<file path="src/rtl/spi_flash_master_pkg.sv">
// Shared opcodes, frame constants and FSM state encoding for the SPI flash bridge.
package spi_flash_master_pkg;

  localparam logic [7:0] OP_READ = 8'h03;
  localparam logic [7:0] OP_PP   = 8'h02;
  localparam logic [7:0] OP_WREN = 8'h06;
  localparam logic [7:0] OP_WRDI = 8'h04;  // reserved, not issued

  localparam int unsigned FRAME_W  = 40;
  localparam logic [5:0]  LEN_CMD  = 6'd8;
  localparam logic [5:0]  LEN_XFER = 6'd40;

  typedef enum logic [2:0] {
    ST_IDLE = 3'd0,
    ST_WREN = 3'd1,
    ST_GAP  = 3'd2,
    ST_XFER = 3'd3,
    ST_HOLD = 3'd4,
    ST_ACK  = 3'd5
  } state_e;

  // Build a full command frame: opcode, 24-bit address, data byte (MSB first).
  function automatic logic [FRAME_W-1:0] build_frame(input logic [7:0]  op,
                                                      input logic [23:0] adr,
                                                      input logic [7:0]  dat);
    return {op, adr, dat};
  endfunction

endpackage

</file>
<file path="src/rtl/spi_shift_engine.sv">
// SPI mode-0 bit engine: SCK divider, MSB-first shifting, MISO sampling,
// frame tail and minimum slave-select high time between frames.
module spi_shift_engine
  import spi_flash_master_pkg::*;
#(
  parameter int unsigned CLK_DIV = 4
) (
  input  logic               clk_i,
  input  logic               rst_i,
  input  logic               start_i,
  input  logic [5:0]         len_i,
  input  logic [FRAME_W-1:0] load_i,
  input  logic               miso_i,
  output logic               sck_o,
  output logic               ss_o,
  output logic               mosi_o,
  output logic               ready_o,
  output logic               tail_o,
  output logic               done_o,
  output logic [7:0]         rx_byte_o
);

  localparam int unsigned DIV_W = (CLK_DIV > 1) ? $clog2(CLK_DIV) : 1;
  localparam int unsigned GAP_W = $clog2(2 * CLK_DIV + 1);
  localparam logic [DIV_W-1:0] DIV_LAST = DIV_W'(CLK_DIV - 1);
  localparam logic [GAP_W-1:0] GAP_MIN  = GAP_W'(2 * CLK_DIV);

  // mosi_q carries the frame MSB currently on the wire; shreg_q holds the rest.
  logic               active_q, active_d;
  logic               sck_q, sck_d;
  logic               ss_q, ss_d;
  logic               mosi_q, mosi_d;
  logic               done_q, done_d;
  logic [DIV_W-1:0]   div_q, div_d;
  logic [5:0]         bit_q, bit_d;
  logic [FRAME_W-2:0] shreg_q, shreg_d;
  logic [7:0]         rx_q, rx_d;
  logic [GAP_W-1:0]   idle_q, idle_d;

  // Next-state logic: frame start, half-period ticks, rise/fall/tail handling.
  always_comb begin
    active_d = active_q;
    sck_d    = sck_q;
    ss_d     = ss_q;
    mosi_d   = mosi_q;
    done_d   = 1'b0;
    div_d    = div_q;
    bit_d    = bit_q;
    shreg_d  = shreg_q;
    rx_d     = rx_q;
    idle_d   = idle_q;
    if (start_i && !active_q) begin
      active_d = 1'b1;
      ss_d     = 1'b0;
      sck_d    = 1'b0;
      div_d    = DIV_LAST;
      bit_d    = len_i;
      mosi_d   = load_i[FRAME_W-1];
      shreg_d  = load_i[FRAME_W-2:0];
    end else if (active_q) begin
      if (div_q == {DIV_W{1'b0}}) begin
        div_d = DIV_LAST;
        if (sck_q) begin
          // falling edge: present the next bit, or park low after the last one
          sck_d   = 1'b0;
          mosi_d  = (bit_q != 6'd0) ? shreg_q[FRAME_W-2] : 1'b0;
          shreg_d = {shreg_q[FRAME_W-3:0], 1'b0};
        end else if (bit_q != 6'd0) begin
          // rising edge: sample the slave
          sck_d = 1'b1;
          rx_d  = {rx_q[6:0], miso_i};
          bit_d = bit_q - 6'd1;
        end else begin
          // half a period after the last fall: release slave select
          active_d = 1'b0;
          ss_d     = 1'b1;
          done_d   = 1'b1;
          idle_d   = GAP_W'(1);
        end
      end else begin
        div_d = div_q - DIV_W'(1);
      end
    end else begin
      if (idle_q != GAP_MIN) begin
        idle_d = idle_q + GAP_W'(1);
      end else begin
        idle_d = idle_q;
      end
    end
  end

  // Engine state register with synchronous reset to an idle bus.
  always_ff @(posedge clk_i) begin
    if (rst_i) begin
      active_q <= 1'b0;
      sck_q    <= 1'b0;
      ss_q     <= 1'b1;
      mosi_q   <= 1'b0;
      done_q   <= 1'b0;
      div_q    <= {DIV_W{1'b0}};
      bit_q    <= 6'd0;
      shreg_q  <= {(FRAME_W-1){1'b0}};
      rx_q     <= 8'h00;
      idle_q   <= GAP_MIN;
    end else begin
      active_q <= active_d;
      sck_q    <= sck_d;
      ss_q     <= ss_d;
      mosi_q   <= mosi_d;
      done_q   <= done_d;
      div_q    <= div_d;
      bit_q    <= bit_d;
      shreg_q  <= shreg_d;
      rx_q     <= rx_d;
      idle_q   <= idle_d;
    end
  end

  assign sck_o     = sck_q;
  assign ss_o      = ss_q;
  assign mosi_o    = mosi_q;
  assign done_o    = done_q;
  assign rx_byte_o = rx_q;
  assign tail_o    = active_q && (bit_q == 6'd0) && !sck_q;
  assign ready_o   = !active_q && (idle_q == GAP_MIN);

endmodule

</file>
<file path="src/rtl/spi_flash_master.sv">
// Wishbone B3 slave that turns single-byte accesses into SPI flash READ or
// WREN + PAGE PROGRAM command frames.
module spi_flash_master
  import spi_flash_master_pkg::*;
#(
  parameter int unsigned CLK_DIV   = 4,
  parameter int unsigned ADR_WIDTH = 24,
  parameter int unsigned WREN_EN   = 1
) (
  input  logic                 clk_i,
  input  logic                 rst_i,
  input  logic [ADR_WIDTH-1:0] wb_adr_i,
  input  logic [7:0]           wb_dat_i,
  input  logic                 wb_we_i,
  input  logic                 wb_cyc_i,
  input  logic                 wb_stb_i,
  output logic [7:0]           wb_dat_o,
  output logic                 wb_ack_o,
  output logic                 sck_o,
  output logic                 ss_o,
  output logic                 mosi_o,
  input  logic                 miso_i
);

  localparam logic WREN_ON = (WREN_EN != 32'd0);

  state_e                 state_q, state_d;
  logic [ADR_WIDTH-1:0]   adr_q, adr_d;
  logic [7:0]             wdat_q, wdat_d;
  logic                   we_q, we_d;
  logic                   ack_q, ack_d;
  logic [7:0]             rdat_q, rdat_d;

  logic                   start_s;
  logic [5:0]             len_s;
  logic [FRAME_W-1:0]     load_s;
  logic                   ready_s, tail_s, done_s;
  logic [7:0]             rx_s;

  spi_shift_engine #(
    .CLK_DIV (CLK_DIV)
  ) u_engine (
    .clk_i     (clk_i),
    .rst_i     (rst_i),
    .start_i   (start_s),
    .len_i     (len_s),
    .load_i    (load_s),
    .miso_i    (miso_i),
    .sck_o     (sck_o),
    .ss_o      (ss_o),
    .mosi_o    (mosi_o),
    .ready_o   (ready_s),
    .tail_o    (tail_s),
    .done_o    (done_s),
    .rx_byte_o (rx_s)
  );

  // Command sequencing and Wishbone handshake; frames always run to completion.
  always_comb begin
    state_d = state_q;
    adr_d   = adr_q;
    wdat_d  = wdat_q;
    we_d    = we_q;
    ack_d   = 1'b0;
    rdat_d  = rdat_q;
    start_s = 1'b0;
    len_s   = LEN_XFER;
    load_s  = {FRAME_W{1'b0}};
    case (state_q)
      ST_IDLE: begin
        if (wb_cyc_i && wb_stb_i && ready_s) begin
          adr_d   = wb_adr_i;
          wdat_d  = wb_dat_i;
          we_d    = wb_we_i;
          start_s = 1'b1;
          if (wb_we_i && WREN_ON) begin
            len_s   = LEN_CMD;
            load_s  = {OP_WREN, 32'h0000_0000};
            state_d = ST_WREN;
          end else if (wb_we_i) begin
            load_s  = build_frame(OP_PP, wb_adr_i, wb_dat_i);
            state_d = ST_XFER;
          end else begin
            load_s  = build_frame(OP_READ, wb_adr_i, 8'h00);
            state_d = ST_XFER;
          end
        end else begin
          state_d = ST_IDLE;
        end
      end
      ST_WREN: begin
        if (done_s) begin
          state_d = ST_GAP;
        end else begin
          state_d = ST_WREN;
        end
      end
      ST_GAP: begin
        // the engine reports ready once slave select has been high long enough
        if (ready_s) begin
          start_s = 1'b1;
          load_s  = build_frame(OP_PP, adr_q, wdat_q);
          state_d = ST_XFER;
        end else begin
          state_d = ST_GAP;
        end
      end
      ST_XFER: begin
        if (tail_s) begin
          state_d = ST_HOLD;
        end else begin
          state_d = ST_XFER;
        end
      end
      ST_HOLD: begin
        if (done_s) begin
          ack_d   = wb_cyc_i && wb_stb_i;
          state_d = ST_ACK;
          if (!we_q) begin
            rdat_d = rx_s;
          end else begin
            rdat_d = rdat_q;
          end
        end else begin
          state_d = ST_HOLD;
        end
      end
      ST_ACK: begin
        state_d = ST_IDLE;
      end
      default: begin
        state_d = ST_IDLE;
      end
    endcase
  end

  // Bridge state register with synchronous reset.
  always_ff @(posedge clk_i) begin
    if (rst_i) begin
      state_q <= ST_IDLE;
      adr_q   <= {ADR_WIDTH{1'b0}};
      wdat_q  <= 8'h00;
      we_q    <= 1'b0;
      ack_q   <= 1'b0;
      rdat_q  <= 8'h00;
    end else begin
      state_q <= state_d;
      adr_q   <= adr_d;
      wdat_q  <= wdat_d;
      we_q    <= we_d;
      ack_q   <= ack_d;
      rdat_q  <= rdat_d;
    end
  end

  assign wb_ack_o = ack_q;
  assign wb_dat_o = rdat_q;

endmodule

</file>
<file path="config.mk">
export PLATFORM = sky130hd
export DESIGN_NAME = spi_flash_master
export DESIGN_NICKNAME = d
export VERILOG_FILES = /design/src/rtl/spi_flash_master_pkg.sv /design/src/rtl/spi_shift_engine.sv /design/src/rtl/spi_flash_master.sv
export SDC_FILE = /design/constraint.sdc
export NUM_CORES = 1
export LEC_CHECK = 0
export CAP_MARGIN = 40
export CORE_MARGIN = 8
export CORE_UTILIZATION = 30
export CTS_CLUSTER_SIZE = 28
export DETAILED_ROUTE_END_ITERATION = 6
export GPL_TIMING_DRIVEN = 0
export MAX_ROUTING_LAYER = met4
export SYNTH_ARGS = -nofsm -noshare
export SYNTH_HDL_FRONTEND = slang
export SYNTH_HIERARCHICAL = 1
export SYNTH_SLANG_ARGS = --single-unit
</file>
<file path="constraint.sdc">
create_clock -name clk_i -period 6.4 [get_ports clk_i]
set_input_delay 0.64 -clock clk_i [delete_from_list [all_inputs] [get_ports clk_i]]
set_output_delay 0.64 -clock clk_i [all_outputs]
set_load 0.03 [all_outputs]
</file>
=== Yosys cells after proc, flatten, opt, wreduce, memory -nomap -nowiden ===
Cells that the tools add are included.
W data, S select, Z words.

* Add/subtract/negate cells: 3
* Equality and inequality tests: 11
* Muxes and demuxes: 51
* Bitwise operators: 7
* Reductions and logical operators: 28

{| class="wikitable"
|+ Operator list
! kind !! number
|-
| $mux W39 || 4
|-
| $mux W35 || 2
|-
| $pmux W35 S2 || 1
|-
| $mux W6 || 8
|-
| $mux W34 || 1
|-
| $mux W1 || 21
|-
| $mux W4 || 5
|-
| $pmux W3 S5 || 1
|-
| $mux W2 || 5
|-
| $reduce_and A5 Y1 || 2
|-
| $reduce_bool A2 Y1 || 5
|-
| $ne A2 B2 Y1 const B || 4
|-
| $reduce_and A4 Y1 || 2
|-
| $not A1 Y1 || 7
|-
| $eq A3 B2 Y1 const B || 2
|-
| $logic_and A1 B1 Y1 || 6
|-
| $logic_not A6 Y1 || 1
|-
| $mux W3 || 2
|-
| $reduce_and A3 Y1 || 2
|-
| $reduce_bool A6 Y1 || 1
|-
| $sub A6 B1 Y6 const B || 1
|-
| $reduce_or A5 Y1 || 1
|-
| $add A4 B1 Y4 const B || 1
|-
| $eq A4 B4 Y1 const B || 1
|-
| other kinds (12) || 14
|}

* Flip-flop bits (word level): 109
* Input bits: 38
* Output and inout port bits: 12
* Word-level logic and storage cells: 116

=== Longest topological paths before layout ===
Gate-level depths: netlist (run 1).

* Depth in word-level cells: 8
* Mapped depth: 14
* Gate-level depth less buffers: 11

=== Modules after synthesis ===
The synthesis (run 1) kept the hierarchy.

{| class="wikitable"
|+ Modules (own cells, without submodules)
! module !! times used !! cells an instance !! area each (um2) !! seq. area each (um2)
|-
| spi_shift_engine || 1 || 346 || 2835.2 || 1281.2
|-
| spi_flash_master || 1 || 258 || 2132.0 || 900.9
|}

=== Worst setup path after synthesis (run 1) ===
No wires, ideal clock.

* Path kind: register to register
* Start point: register u_engine.active_q
* End point: register u_engine.shreg_q[10]
* Arrival: 2364 ps
* Required time: 6267 ps
* Path slack: 3903 ps
* Stages on the path, launching flop included: 15
* Path buffers: 5
* Cells stage by stage: dfxtp_1 clkbuf_1 nor2_1 nand3_1 inv_1 nor4bb_1 clkbuf_1 a21oi_1 inv_1 nand2b_1 clkbuf_1 nand2_1 clkbuf_1 buf_2 a311oi_1

* Word-level cells in the longest chain between the ends: 8
* Elaborated cells on any way between the ends: 15
* Classes of those cells: mux: 7; reduce/logical: 8

{| class="wikitable"
|+ Ends and longest elaborated chain
! what !! line !! source
|-
| start, declared || spi_shift_engine.sv:29 || <nowiki>logic active_q, active_d;</nowiki>
|-
| start signal, assigned || spi_shift_engine.sv:106 || <nowiki>active_q <= active_d;</nowiki>
|-
| $logic_not A1 Y1 (*) || spi_shift_engine.sv:125 || <nowiki>assign ready_o = !active_q && (idle_q == GAP_MIN);</nowiki>
|-
| $logic_and A1 B1 Y1 (*) || spi_shift_engine.sv:125 ||
|-
| net ready_s || spi_flash_master.sv:37 || <nowiki>logic ready_s, tail_s, done_s;</nowiki>
|-
| $logic_and A1 B1 Y1 || spi_flash_master.sv:71 || <nowiki>if (wb_cyc_i && wb_stb_i && ready_s) begin</nowiki>
|-
| $mux W1 || spi_flash_master.sv:71 ||
|-
| $pmux W1 S2 || spi_flash_master.sv:69 || <nowiki>case (state_q)</nowiki>
|-
| $logic_and A1 B1 Y1 || spi_shift_engine.sv:52 || <nowiki>if (start_i && !active_q) begin</nowiki>
|-
| $reduce_bool A2 Y1 (no source line) || n/a ||
|-
| $reduce_and A3 Y1 (no source line) || n/a ||
|-
| end signal, assigned || spi_shift_engine.sv:102 || <nowiki>shreg_q <= {(FRAME_W-1){1'b0}};</nowiki>
|-
| end signal, assigned || spi_shift_engine.sv:113 || <nowiki>shreg_q <= shreg_d;</nowiki>
|-
| end, declared || spi_shift_engine.sv:36 || <nowiki>logic [FRAME_W-2:0] shreg_q, shreg_d;</nowiki>
|}

Mark *: on every way through the listed nets, which the timed path passes. The rest lies on a longest branch.
A chain may end at the register's enable or synchronous reset.

=== Worst setup path after layout (run 1) ===
* Start point: register u_engine.active_q
* End point: register u_engine.shreg_q[6]

The elaborated chain is that of the path after synthesis.

==> results of run 1 <==
==> placed cells by master, fill, tap and decap left out, drive strengths merged, types with 6 or more instances in the layout <==
cell	instances
buf	17
a211oi	8
conb	10
inv	13
dfxtp	109
clkdlybuf4s50	49
nor2	61
nand3	44
mux2i	10
nor3	7
nor2b	6
a21oi	48
clkbuf	52
a311oi	39
and2	10
o21ai	44
nand2	82
a22o	24
==> flip-flops by register name (all words and copies together) (netlist names) <==
signal / count
wb_dat_o: 8
u_engine/rx_byte_o: 8
we_q: 1
u_engine/done_o: 1
state_q: 3
u_engine/bit_q: 6
u_engine/sck_o: 1
wdat_q: 8
u_engine/idle_q: 4
u_engine/active_q: 1
u_engine/shreg_q: 39
adr_q: 24
u_engine/mosi_o: 1
u_engine/div_q: 2
wb_ack_o: 1
u_engine/ss_o: 1
==> per-layer routing <==
metal	GRT usage [%]	wire length, um	vias to the layer above
met4	4.93	195	0
met5	-	0	-
li1	-	-	2274
met2	22.1	6360	84
met3	1.21	331	13
met1	17.5	6730	2151
==> layout make-up <==
class	count	share of cell area, %
well taps	220	4.53
multi-input cells	433	41.1
repair buffers	49	8.08
clock inverters	6	1.13
clock buffers	10	3.94
flip-flops and latches	109	35.9
plain buffers	59	4.55
inverters	11	0.680
==> how the worst max path moves through the flow <==
stage,from,endpoint,slack (ns)
after floorplan,u_engine/active_q$_SDFF_PP0_,u_engine/shreg_q[10]$_SDFFE_PP0P_,3.90
after global placement,wb_stb_i,u_engine/shreg_q[37]$_SDFFE_PP0P_,2.91
after detailed placement,wb_stb_i,u_engine/shreg_q[3]$_SDFFE_PP0P_,2.93
after CTS,u_engine/active_q$_SDFF_PP0_,u_engine/shreg_q[6]$_SDFFE_PP0P_,2.98
after global routing,u_engine/active_q$_SDFF_PP0_,u_engine/shreg_q[36]$_SDFFE_PP0P_,2.60
final,u_engine/active_q$_SDFF_PP0_,u_engine/shreg_q[6]$_SDFFE_PP0P_,2.98
==> synthesized netlist by cell type (all sizes together), types with 2 or more instances <==
cell     instances
a211oi           8
a22o            24
a311oi          39
nor4bb           3
xor2             3
nand4bb          2
ha               4
inv             11
clkbuf          42
nor3             7
o21ai           44
mux2i           10
conb             2
dfxtp          109
o32ai            2
nand2           82
nand3b           3
and2            10
a21oi           48
nor2            61
nor2b            6
nand3           44
nand2b           4
buf             17
==> power groups by stage <==
stage / Sequential, mW / Combinational, mW / Clock (mW)
3_5_place_dp: 0.961 / 1.02 / 0
3_3_place_gp: 0.958 / 1.01 / 0
6_report: 0.948 / 1.02 / 0.584
4_1_cts: 0.947 / 1.02 / 0.600
5_1_grt: 0.972 / 1.14 / 0.623
2_1_floorplan: 0.947 / 0.736 / 0
==> critical path, stage by stage (launching register included) <==
cell      delay (ns)
dfxtp_1         0.35
clkbuf_1        0.22
nor2_1          0.18
nand3_1         0.17
inv_1           0.14
nor4bb_1        0.20
clkbuf_1        0.29
a21oi_1         0.11
inv_1           0.25
nand2b_1        0.08
clkbuf_1        0.19
nand2_1         0.22
clkbuf_1        0.44
buf_2           0.32
a311oi_1        0.12
==> stage by stage <==
step	power, mW	setup WS (ns)	cells	hold slack [ns]	area [sq um]
4_1_cts	2.57	2.98	897	0.478	6070
3_5_place_dp	1.98	2.93	881	0.463	5760
2_1_floorplan	1.68	3.90	612	0.443	5000
6_report	2.56	2.98	897	0.477	6070
3_3_place_gp	1.97	2.91	881	0.460	5760
5_1_grt	2.74	2.60	897	0.495	6070
==> cells by family (layout without fill, tap and decap cells) <==
logic type      after synthesis  in the layout  share of synthesized area (%)
flops                       109            109                           43.9
compound gates              176            176                           24.4
xor+xnor                      4              4                          0.705
mux                          10             10                           2.02
buf+inv                      70            135                           6.40
other cells                   2             10                          0.151
fa+ha+maj                     4              4                           1.01
simple gates                229            229                           21.4
==> reports/results.md, run 1 <==
## Outcome
* completed — status

## Timing
* 0.00609 ns — maximum clock skew at final layout
* 53.5% — Period Utilization, post-route
* 58.1% — max_slew headroom
* 0 — Final Hold Viols
* no — setup repair after global routing missed its margin
* 292 MHz — fmax
* 0 ns — setup TNS after final layout
* 0 — max-slew violations
* 0.628 ns — actual slew at the worst max-slew pin
* 0 — final setup violation count
* 3.42 ns — post-route minimum period

## Power and ir drop
* 421 nW/um^2 — Power Density
* 40.4% — sw frac
* 2.05 nW — leakage power
* 37.1% — part of the total power dissipated in sequential elements
* 0.146 mV — Max rail drop VDD
* 22.9% — clock network power share
* 1.03 mW — Net Sw Power
* 40.1% — fraction of power consumed by combinational cells
* 1.52 mW — internal power

## Clock tree
* 0 — total of hold buffers inserted after clock tree synthesis
* 0.08 ns — Clock Pin Slew Worst Setup and Hold Paths
* clkbuf_16 — cell chosen for the clock root
* built — clock tree from TritonCTS
* 0 — number of gates resized after CTS
* 0.35 ns — latest clock arrival within the worst-skew pair
* 2 — maximum root-to-sink buffer count
* 0 — number of setup buffers added after CTS
* 109 — number of sinks on the clock net
* 3 — number of levels in the clock H-tree
* 9 — total clock buffers created by CTS

## Worst hold path
* register to register — worst min-delay path class
* u_engine/shreg_q[9]$_SDFFE_PP0P_ — end point of the most critical hold path
* u_engine/shreg_q[8]$_SDFFE_PP0P_ — min-delay src
* 2 — number of cells on the worst hold path

## Logic synthesis
* 0 — number of flops mapped to enable cells by yosys
* 6 — Synth Warn #
* 51 — post-synth cell types
* 43.9% — top cell type's share of synthesized area
* dfxtp_1, a311oi_1, nand2_1 — cells taking the most area after synthesis
* 4970 sq um — summed instance area of the synthesized netlist
* 43.9% — sequential-to-total area share from yosys stat
* 8.22 sq um — average instance area after synthesis
* 109 — register bit count reported by yosys
* dfxtp_1 — post-synth top area cell
* 604 — instance count of the mapped netlist
* dfxtp_1 — most instantiated flip-flop cell in the synthesis netlist
* 0% — fraction of synthesis flops using an asynchronous set or reset pin

## Global routing
* 0 — total congestion overflow after global routing
* 4456 — vias in the first global route
* 0 — number of antenna violations at the first check in global routing
* 19 — largest net degree at the start of global routing
* 13.7% — Tot GR Track Use
* 22400 um — first-pass GRT wire length

## Final layout
* 2500 sq um — multi-input combinational cell area
* 0 — number of inserted diodes
* 37.0% — utilization after layout
* 1723 — Layout fillers
* 7.09% — fraction of final layout cells with drive strength greater than 1
* 714 — NumNets Final
* 2180 sq um — area taken by flip-flops and latches
* 22.2% — area added between synthesis and finish

## Drt
* 286 — detailed router's first-iteration violation count
* 5 — first-pass iteration count of the detailed router
* 5.04 — via count normalized by instance count
* 13600 um — total wire length
* 0 — DRT antenna net count
* 15.2 um — routed length per placed instance
* 0 — Residual DRC
* 4522 — routed via count

## Worst setup path
* 10 — largest fanout on the critical path
* 6.61 ns — data required time of the critical path
* 3.64 ns — arrival time of data at the critical path endpoint
* 2.98 ns — Worst R2R Setup Slack
* u_engine/active_q$_SDFF_PP0_ — reg-to-reg critical path startpoint
* register — type of origin of the critical path
* u_engine/shreg_q[6]$_SDFFE_PP0P_ — Reg-to-Reg End
* register — endpoint kind of the worst setup timing path
* 14 — worst reg2reg path depth
* register to register — crit path kind

## Die
* 20900 sq um — die footprint
* 30.3% — Starting Density
* 50 — ports placed on the boundary
* 145 um — height of the chip
* 145 um — width of the die
* 16400 sq um — core box area
* 47 — number of placement rows

## Placed design
* 9720 um — HPWL after detailed placement
* 49 — IO Port Bufs
* 0.798 — routability congestion estimate

## Flow run
* 0 — number of violations of the max-capacitance limit

Power figures use the tool's default switching activity.
==> run 2, diff against run 1 <==
Clock period 6.4 ns to 3.3 ns, I/O delays scaled along.
==> run 2 against run 1 <==
Hold slack got worse by 0.00071 ns. Combinational power rose by 96%. Via count fell by 0.11%. Clock skew rose by 0.0015 ns. Worst setup slack got worse by 2.6 ns. Non-clock buffer count fell by 1. Count of clock-buffer cells in the layout did not move. Highest routed layer unchanged. Power rose by 95%. Cell count fell by 0.11%. Largest cell class unchanged. Routed wire length rose by 0.32%. Core utilization rose by 0.11 points.
==> reports/results.md, run 2 (same netlist as run 1, synthesis figures left out) <==
## Placed design
* 5760 sq um — DP Area, unchanged
* -0.105 ns — post-placement worst setup slack, -3.03 ns
* 9720 um — HPWL after detailed placement, unchanged
* 0.798 — routability congestion estimate, unchanged
* 49 — IO Port Bufs, unchanged
* 881 — count of placed standard cells including taps, unchanged

## Power and ir drop
* 0.284 mV — Max rail drop VDD, +94%
* 818 nW/um^2 — Power Density, +94%
* 2.10 nW — leakage power, +2.0%
* 4.98 mW — total power consumption of the routed design, +95%

## Outcome
* completed — status

## Die
* 20900 sq um — die footprint, unchanged
* 50 — ports placed on the boundary, unchanged
* 145 um — height of the chip, unchanged
* 145 um — width of the die, unchanged
* 16400 sq um — core box area, unchanged
* 30.3% — Starting Density, unchanged
* 47 — number of placement rows, unchanged

## Clock tree
* 0 — number of setup buffers added after CTS, unchanged
* clkbuf_16 — cell chosen for the clock root
* 0.35 ns — latest clock arrival within the worst-skew pair, about the same
* 3 — number of levels in the clock H-tree, unchanged
* 4 — number of gates resized after CTS, +4
* 9 — total clock buffers created by CTS, unchanged
* 0.08 ns — Clock Pin Slew Worst Setup and Hold Paths, about the same
* 109 — number of sinks on the clock net, unchanged
* 2 — maximum root-to-sink buffer count, unchanged
* built — clock tree from TritonCTS
* 0 — total of hold buffers inserted after clock tree synthesis, unchanged

## Global routing
* 4456 — vias in the first global route, unchanged
* 19 — largest net degree at the start of global routing, unchanged
* 0 — number of antenna violations at the first check in global routing, unchanged
* 0 — total congestion overflow after global routing, unchanged
* 22400 um — first-pass GRT wire length, unchanged
* 13.7% — Tot GR Track Use, unchanged

## Timing
* no — setup repair after global routing missed its margin
* 89.2% — Period Utilization, post-route, +36 points
* 0 — max-slew violations, unchanged
* 340 MHz — fmax, +16%
* 0.356 ns — slack of the critical path, -2.62 ns
* 0 — final setup violation count, unchanged
* 2.94 ns — post-route minimum period, -0.478 ns
* 56.5% — max_slew headroom, -1.7 points
* 0.653 ns — actual slew at the worst max-slew pin, +0.0251 ns
* 0 — Final Hold Viols, unchanged
* 0 ns — setup TNS after final layout, unchanged
* 0.00756 ns — maximum clock skew at final layout, +0.00147 ns

## Worst setup path
* 0.34 ns — delay of the slowest cell on the worst path, -0.10 ns
* 3.16 ns — arrival time of data at the critical path endpoint, -0.48 ns
* 3.52 ns — data required time of the critical path, -3.09 ns
* register — type of origin of the critical path
* buffers and inverters — cell family contributing the most delay on the critical path
* clkbuf_2, nor2_1, nand3_1, inv_1, nor4bb_1, clkbuf_2, a21oi_1, inv_1, nand2b_1, nand2_2, clkbuf_4, buf_2, a311oi_1 — chain of cells forming the critical path
* 10 — largest fanout on the critical path, unchanged
* register — endpoint kind of the worst setup timing path
* 6 — CP Buf/Inv Count, -1
* register to register — crit path kind
* dfxtp_1 — Slowest cell on crit path

## Final layout
* 896 — post-route insts no fill, -0.11%
* u_engine/shreg_q — register bank with the most flops
* 9.17% — fraction of final layout cells with drive strength greater than 1, +2.1 points
* dfxtp_1, nand2_1, nor2_1, clkdlybuf4s50_1, a21oi_1 — top library cells by usage in the layout, fill and taps aside
* 6090 sq um — cell area after layout, +0.29%
* 39 — max FFs per register, unchanged
* dfxtp_1 — most common library cell in the layout ignoring fill and taps
* 22.6% — area added between synthesis and finish
* 713 — NumNets Final, -0.14%
* u_engine/shreg_q: 39 flops, adr_q: 24 flops — Regs by FF count
* 0 — number of inserted diodes, unchanged

## Drt
* 15.3 um — routed length per placed instance, +0.43%
* 0 — DRT antenna net count, unchanged
* 0 — Residual DRC, unchanged
* 4 — first-pass iteration count of the detailed router, -1
* 13700 um — total wire length, +0.32%
* 5.04 — via count normalized by instance count, about the same
* 317 — detailed router's first-iteration violation count, +11%
* 4517 — routed via count, -0.11%

## Worst hold path
* register to register — worst min-delay path class

## Flow run
* 0 — number of violations of the max-capacitance limit, unchanged

-- run 2: final cells by class --
type	instances	area [sq um]
Clock buffer	10	239
Buffer	58	292
Multi-Input combinational cell	433	2500
Fill cell	1716	10300
Tap cell	220	275
Sequential cell	109	2180
Clock inverter	6	68.8
Timing Repair Buffer	49	490
Inverter	11	41.3
-- run 2: metal layers --
layer | GRT usage (%) | wire length (um)
met5 | - | 0
met1 | 17.5 | 6730
met3 | 1.21 | 284
met2 | 22.1 | 6440
met4 | 4.93 | 208
-- run 2: path summary, 6_finish.rpt --
check / start / endpoint / slack, ns / depth (start not counted)
hold reg to reg: u_engine/shreg_q[8]$_SDFFE_PP0P_ / u_engine/shreg_q[9]$_SDFFE_PP0P_ / 0.48 / 2
setup / recovery: u_engine/active_q$_SDFF_PP0_ / u_engine/shreg_q[5]$_SDFFE_PP0P_ / 0.36 / 13
setup reg to reg: u_engine/active_q$_SDFF_PP0_ / u_engine/shreg_q[5]$_SDFFE_PP0P_ / 0.36 / 13
hold / removal: u_engine/shreg_q[8]$_SDFFE_PP0P_ / u_engine/shreg_q[9]$_SDFFE_PP0P_ / 0.48 / 2
-- run 2: report_power, final --
| part | total (mW) | internal [mW] | switching (mW) |
|---|---|---|---|
| combinational | 2.00 | 0.712 | 1.29 |
| sequential | 1.84 | 1.64 | 0.196 |
| clock | 1.14 | 0.616 | 0.524 |
| total | 4.98 | 2.97 | 2.01 |
-- run 2: through the flow --
step | util [%] | hold slack (ns)
CTS | 37.0 | 0.478
global placement | 35.1 | 0.460
finish | 37.1 | 0.476
global route | 37.1 | 0.495
floorplan | - | 0.443
detailed placement | 35.1 | 0.463
-- run 2: worst reg2reg max path: stages, from the launching register on --
cell,delay (ns)
dfxtp_1,0.34
clkbuf_2,0.19
nor2_1,0.16
nand3_1,0.17
inv_1,0.14
nor4bb_1,0.21
clkbuf_2,0.23
a21oi_1,0.08
inv_1,0.25
nand2b_1,0.25
nand2_2,0.19
clkbuf_4,0.23
buf_2,0.25
a311oi_1,0.12
